==> src/rtl/mem_access_ctrl.sv <==
// MEM-stage load/store sequencer: runs one request/ready transaction per memory
// instruction, freezes upstream while it is outstanding, and aborts on timeout.
module mem_access_ctrl #(
    parameter int TIMEOUT = 16,
    parameter int CNT_W   = $clog2(TIMEOUT)
) (
    input  logic        clk,
    input  logic        rst,
    input  logic        memRead,
    input  logic        memWrite,
    input  logic [31:0] ALUResult,
    input  logic [31:0] writeData,
    output logic        memReq,
    output logic        memWe,
    output logic [31:0] memAddr,
    output logic [31:0] memWData,
    input  logic        memReady,
    input  logic [31:0] memRData,
    output logic        stall,
    output logic        bubbleWB,
    output logic [31:0] memDataOut,
    output logic        busError,
    output logic [31:0] errAddr
);

    localparam logic [1:0] S_IDLE = 2'd0;
    localparam logic [1:0] S_BUSY = 2'd1;
    localparam logic [1:0] S_DONE = 2'd2;
    localparam logic [1:0] S_ERR  = 2'd3;

    localparam logic [CNT_W-1:0] CNT_LAST = CNT_W'(TIMEOUT - 1);

    logic [1:0]       state_q, state_d;
    logic [CNT_W-1:0] cnt_q, cnt_d;
    logic             req_q, req_d;
    logic             we_q, we_d;
    logic [31:0]      addr_q, addr_d;
    logic [31:0]      wdata_q, wdata_d;
    logic [31:0]      dout_q, dout_d;
    logic             berr_q, berr_d;
    logic [31:0]      eaddr_q, eaddr_d;

    logic access;
    assign access = memRead | memWrite;

    always_comb begin
        // NOTE: every next-state signal starts as a copy of its register, so no
        // path through the case can leave one unassigned and infer a latch.
        state_d = state_q;
        cnt_d   = cnt_q;
        req_d   = req_q;
        we_d    = we_q;
        addr_d  = addr_q;
        wdata_d = wdata_q;
        dout_d  = dout_q;
        berr_d  = berr_q;
        eaddr_d = eaddr_q;

        case (state_q)
            S_IDLE: begin
                if (access) begin
                    addr_d  = ALUResult;
                    wdata_d = writeData;
                    we_d    = memWrite & ~memRead;
                    req_d   = 1'b1;
                    cnt_d   = '0;
                    state_d = S_BUSY;
                end
            end
            S_BUSY: begin
                // Ready is tested first so a reply on the last allowed cycle completes.
                if (memReady) begin
                    req_d = 1'b0;
                    if (!we_q) begin
                        dout_d = memRData;
                    end
                    state_d = S_DONE;
                end else if (cnt_q == CNT_LAST) begin
                    req_d  = 1'b0;
                    berr_d = 1'b1;
                    if (!berr_q) begin
                        eaddr_d = addr_q;
                    end
                    state_d = S_ERR;
                end else begin
                    cnt_d = cnt_q + 1'b1;
                end
            end
            S_DONE:  state_d = S_IDLE;
            S_ERR:   state_d = S_IDLE;
            default: state_d = S_IDLE;
        endcase
    end

    always_ff @(posedge clk or posedge rst) begin
        if (rst) begin
            state_q <= S_IDLE;
            cnt_q   <= '0;
            req_q   <= 1'b0;
            we_q    <= 1'b0;
            addr_q  <= '0;
            wdata_q <= '0;
            dout_q  <= '0;
            berr_q  <= 1'b0;
            eaddr_q <= '0;
        end else begin
            // NOTE: non-blocking updates so every register samples pre-edge values.
            state_q <= state_d;
            cnt_q   <= cnt_d;
            req_q   <= req_d;
            we_q    <= we_d;
            addr_q  <= addr_d;
            wdata_q <= wdata_d;
            dout_q  <= dout_d;
            berr_q  <= berr_d;
            eaddr_q <= eaddr_d;
        end
    end

    assign memReq     = req_q;
    assign memWe      = we_q;
    assign memAddr    = addr_q;
    assign memWData   = wdata_q;
    assign memDataOut = dout_q;
    assign busError   = berr_q;
    assign errAddr    = eaddr_q;

    assign stall    = ((state_q == S_IDLE) & access) | (state_q == S_BUSY);
    assign bubbleWB = stall | (state_q == S_ERR);

endmodule

==> config.mk <==
export PLATFORM = sky130hd
export DESIGN_NAME = mem_access_ctrl
export DESIGN_NICKNAME = d
export VERILOG_FILES = /design/src/rtl/mem_access_ctrl.sv
export SDC_FILE = /design/constraint.sdc
export NUM_CORES = 1
export LEC_CHECK = 0
export CAP_MARGIN = 20
export CORE_ASPECT_RATIO = 1.2
export CORE_MARGIN = 3
export CORE_UTILIZATION = 43
export CTS_BUF_LIST = sky130_fd_sc_hd__clkbuf_8
export DETAILED_ROUTE_END_ITERATION = 8
export PLACE_DENSITY = 0.84
export SLEW_MARGIN = 20
export SYNTH_ARGS = -nofsm -noshare
export SYNTH_HDL_FRONTEND = slang
export SYNTH_SLANG_ARGS = --single-unit
export TNS_END_PERCENT = 10
==> constraint.sdc <==
create_clock -name clk -period 5.89 [get_ports clk]
set_clock_uncertainty 0.1 [all_clocks]
set_input_delay 1.178 -clock clk [delete_from_list [all_inputs] [get_ports clk]]
set_output_delay 1.178 -clock clk [all_outputs]
set_load 0.1 [all_outputs]
After elaboration in Yosys (flattened, before gate mapping)
Index checks and enable logic that the tools add are counted.
{ "op_classes": {"reduce_logical": 10, "n_eq_ne": 8, "muxes": 12, "addsub": 1, "n_bitwise": 9} }
{ "ops": {"columns": ["cell", "count"], "rows": [
  ["2-to-1 mux 4 bit", 3],
  ["AND reduction 3 bit", 3],
  ["case mux 4 bit (2 select lines)", 1],
  ["AND reduction 4 bit", 2],
  ["2-to-1 mux 2 bit", 3],
  ["inequality test 2 bit, second input constant", 3],
  ["case mux 2 bit (3 select lines)", 1],
  ["adder 4 x 1 -> 4 bit, second input constant", 1],
  ["== test 2 bit, second input constant", 2],
  ["== test 4 bit, second input constant", 1],
  ["inverter 1 bit", 4],
  ["AND reduction 2 bit", 2],
  ["2-to-1 mux 1 bit", 3],
  ["inequality test 3 bit, second input constant", 1],
  ["OR 1 bit", 3],
  ["bitwise AND 1 bit", 2],
  ["== test 2 x 1 -> 1 bit, second input constant", 1],
  ["zero test 2 bit", 1],
  ["case mux 1 bit (2 select lines)", 1],
  ["nonzero test 2 bit", 1],
  ["OR reduction 2 bit", 1]
]} }
{ "totals": {"in_bits": 101, "word_cells": 49, "regBits": 137, "out_inout_bits": 133} }

Logic depth before layout (Yosys ltp)
{ "logic_depth": {"ltp_word": 4, "depth_mapped": 6, "depth_no_buf": 4} }

Least setup slack after synthesis
OpenSTA, ideal clock, no wires.
{ "synth_timing": {"path_type": "input port to output port", "startpoint": "input port memRead", "endpoint": "output port bubbleWB", "setup_slack_ns": 1.960, "path_buffers": 0, "cell_stages": 2, "arrival_ns": 2.652, "required_ns": 4.612, "cell_sequence": "nor2_1 o21bai_1"} }
{ "synth_between": {"elab_chain_len": 4} }
{ "synth_rtl": {"columns": ["item", "line_no", "source"], "rows": [
  ["start: declaration", "9", "input logic memRead,"],
  ["OR 1 bit", "44", "assign access = memRead | memWrite;"],
  ["bitwise AND 1 bit", "128", "assign stall = ((state_q == S_IDLE) & access) | (state_q == S_BUSY);"],
  ["OR 1 bit", "128", null],
  ["OR 1 bit", "129", "assign bubbleWB = stall | (state_q == S_ERR);"],
  ["end: declaration", "20", "output logic bubbleWB,"]
]} }
Every way passes these cells.

Worst setup path in the final report
{ "layout_timing": {"startpoint": "input port memWrite", "endpoint": "output port bubbleWB"} }
{ "layout_between": {"elab_chain_len": 4} }
{ "layout_rtl": {"columns": ["item", "line_no", "source"], "rows": [
  ["start: declaration", "10", "input logic memWrite,"],
  ["OR 1 bit", "44", null],
  ["bitwise AND 1 bit", "128", null],
  ["OR 1 bit", "128", null],
  ["OR 1 bit", "129", null]
]} }
Every way passes these cells.

==> summary.md <==
| Metric | Value |
|---|---|
| Die area | ~14,000 um^2 |
| Setup_tns | 0 ps |
| R2r endpoint | errAddr[18]$_DFFE_PP0P_ |
| GP Congestion | 0.775 |
| WHS | 385 ps |
| Unrepaired setup endpoints after global routing | no |
| Die width | roughly 110 um |
| Synth Area per Inst | ~17 um^2 |
| CP startpoint kind | input port |
| Final ANT Viol Nets | 0 |
| Clock transition at path regs | 70 ps |
| Synth Net Count | 422 |
| DRC marker count from the first detailed-route iteration | 106 |
| WP data arrival | 3130 ps |
| CTS max path bufs | 2 |
| Final Hold Fails | 0 |
| Max-slew headroom | 31.6% |
| Core Area | 12,200 um^2 |
| Max Cap Viol | 0 |
| Register bit count reported by yosys | 137 |
| Area Overhead vs Synth | 52.6% |
| WL final | 13,100 um |
| CTS sink cnt | between 100 and 150 |
| Period utilization | 74.9% |
| Pin count of the biggest net entering global routing | 65 |
| Status | finished, final reports clean |
| Pre-CTS setup slack | approximately 1500 ps |
| Mapped Area | 5360 um^2 |
| Final setup viols | 0 |
| Initial antenna violation count | 0 |
| First-pass GRT wire length | 20,900 um |
| Beginning of the worst hold path | memWData[28]$_DFFE_PP0P_ |
| Worst skew pair latency | 440 ps |
| # port buffers | 233 |
| H-tree Lvls | 4 |
| IO Count | 234 |
| Mapped Cells | 320 |
| Area contributors post-synth | dfrtp_1, mux2_2, mux2_4 |
| Post-CTS setup buffer count | 0 |
| Crit Path Max Fanout | 4 |
| Vias | 3,604 |
| Reg2reg setup slack | between 3000 and 4000 ps |
| Min-Delay Path Class | register to register |
| Synth top area share | 64.0% |
| Avg WL per Cell | 17.8 um |
| Root Buffer Master | clkbuf_8 |
| Die H | 128 um |
| Detail Placement HPWL | 9490 um |
| Rows | between 40 and 50 |
| Register area share after synthesis | 64.0% |
| Dominant cell type by area after synthesis | dfrtp_1 |
| Max Fclk | 227 MHz |
| Pre-Repair DR Iteration Count | 4 |
| Grt ovf | 0 |
| Fraction of layout cells with a size suffix above 1 | between 20% and 30% |
| Via density | just under 5 |
| Fin worst setup slack | between 1000 and 1500 ps |
| Register-to-Register Path Depth | 4 |
| Antenna diodes | 0 |
| R2R Path Start | cnt_q[0]$_DFFE_PP0P_ |
| Post-layout min period | 4410 ps |
| PostCTS Resize Cnt | 0 |
| Fillers | a little under 900 |
| Max-slew violation count | 0 |
| Fin nets | 664 |
| # DRC | 0 |
| Total GRT Usage | 19.4% |
| Ys Warns | 0 |
| Worst setup EP type | output pin |
| Vias in the first global route | 4,004 |
| Critical Path Sink | bubbleWB |
| Initial Util | 44.0% |
| CP Data Required Time | 4610 ps |
| CTS Hold Bufs | 0 |
| Worst-margin pin slew | 1020 ps |
| Num CTS Buffers | 17 |
| Critical path class | input port to output pin |
| CTS tree | built |
| Crit path from | memWrite |
| Synth unique cells | 33 |
-- how the worst min path moves through the flow --
stage               slack (ps)  cells after the start                       end
detailed placement         370                      1  memWData[28]$_DFFE_PP0P_
floorplan                  430                      1      cnt_q[2]$_DFFE_PP0P_
finish                     380                      1  memWData[28]$_DFFE_PP0P_
global placement           370                      1   memWData[4]$_DFFE_PP0P_
global route               410                      1  memWData[29]$_DFFE_PP0P_
CTS                        390                      1  memWData[28]$_DFFE_PP0P_
-- layout make-up --
type | instances | area, um^2 | share of cell area [%]
well taps | 161 | 201 | 2.46
repair buffers | 237 | 2360 | 28.9
clock buffers | 18 | 248 | 3.03
clock inverters | 14 | 100 | 1.22
flip-flops and latches | 137 | 3430 | 41.9
multi-input cells | 166 | 1820 | 22.3
inverters | 3 | 13.8 | 0.168
-- cells by family after synthesis --
kind of cell               count (synthesis)  share of synthesized area [%]
DFF                                      137                           64.0
muxes                                    128                           29.0
and+or+nand+nor                           19                           2.10
AOI/OAI and AO/OA                         17                           2.31
buffers and inverters                     17                           2.20
xor gates and xnor gates                   1                          0.164
adders and majority gates                  1                          0.233
-- through the flow --
| stage | std cells | cell area, um^2 | util (%) |
|---|---|---|---|
| floorplan | 320 | 5360 | - |
| global placement | 704 | 7830 | 64.3 |
| detailed placement | 704 | 7830 | 64.3 |
| CTS | 736 | 8180 | 67.2 |
| global route | 736 | 8180 | 67.2 |
| finish | 736 | 8180 | 67.2 |
-- Yosys cell counts (all sizes together) --
cell type	n
a21o	1
a21oi	4
a311oi	1
a31o	1
a31oi	1
a32o	3
a41o	1
and2	1
buf	14
dfrtp	137
ha	1
inv	3
mux2	128
nand2	3
nand2b	2
nand3	1
nand4b	1
nor2	5
nor2b	2
nor3	2
o21ai	2
o21bai	1
o22ai	1
o31a	1
or2	1
or4	1
xnor2	1
-- registers in the layout, summed over array words and instances (netlist names) --
| register | flops |
|---|---|
| errAddr | 32 |
| memAddr | 32 |
| memDataOut | 32 |
| memWData | 32 |
| cnt_q | 4 |
| state_q | 2 |
| busError | 1 |
| memReq | 1 |
| memWe | 1 |
-- layer usage --
layer	vias to the layer above	wire [um]	track usage, %
li1	1626	-	-
met1	1791	4820	21.6
met2	161	6730	32.9
met3	26	1230	8.06
met4	0	306	7.65
met5	-	0	0
-- critical path, stage by stage --
cell and delay, ps:
clkdlybuf4s50_1 520, nor2_1 120, o21bai_1 150, clkdlybuf4s50_1 1160
-- placed cells by master (no fill, tap or decap), types with 2 or more instances in the layout --
cell type,count
dfrtp_1,137
o21ai_0,2
a21oi_1,4
inv_6,3
clkinvlp_4,5
nand2_1,3
inv_1,3
nor2_1,4
clkinv_4,2
a32o_1,3
mux2_1,11
nor2b_1,2
clkdlybuf4s50_1,233
clkbuf_8,18
mux2_4,30
clkinv_2,3
mux2_2,87
buf_4,4
Power is left out: the tool's default activity adds up to more than one toggle a clock period on the data nets, which glitch-free logic cannot reach.
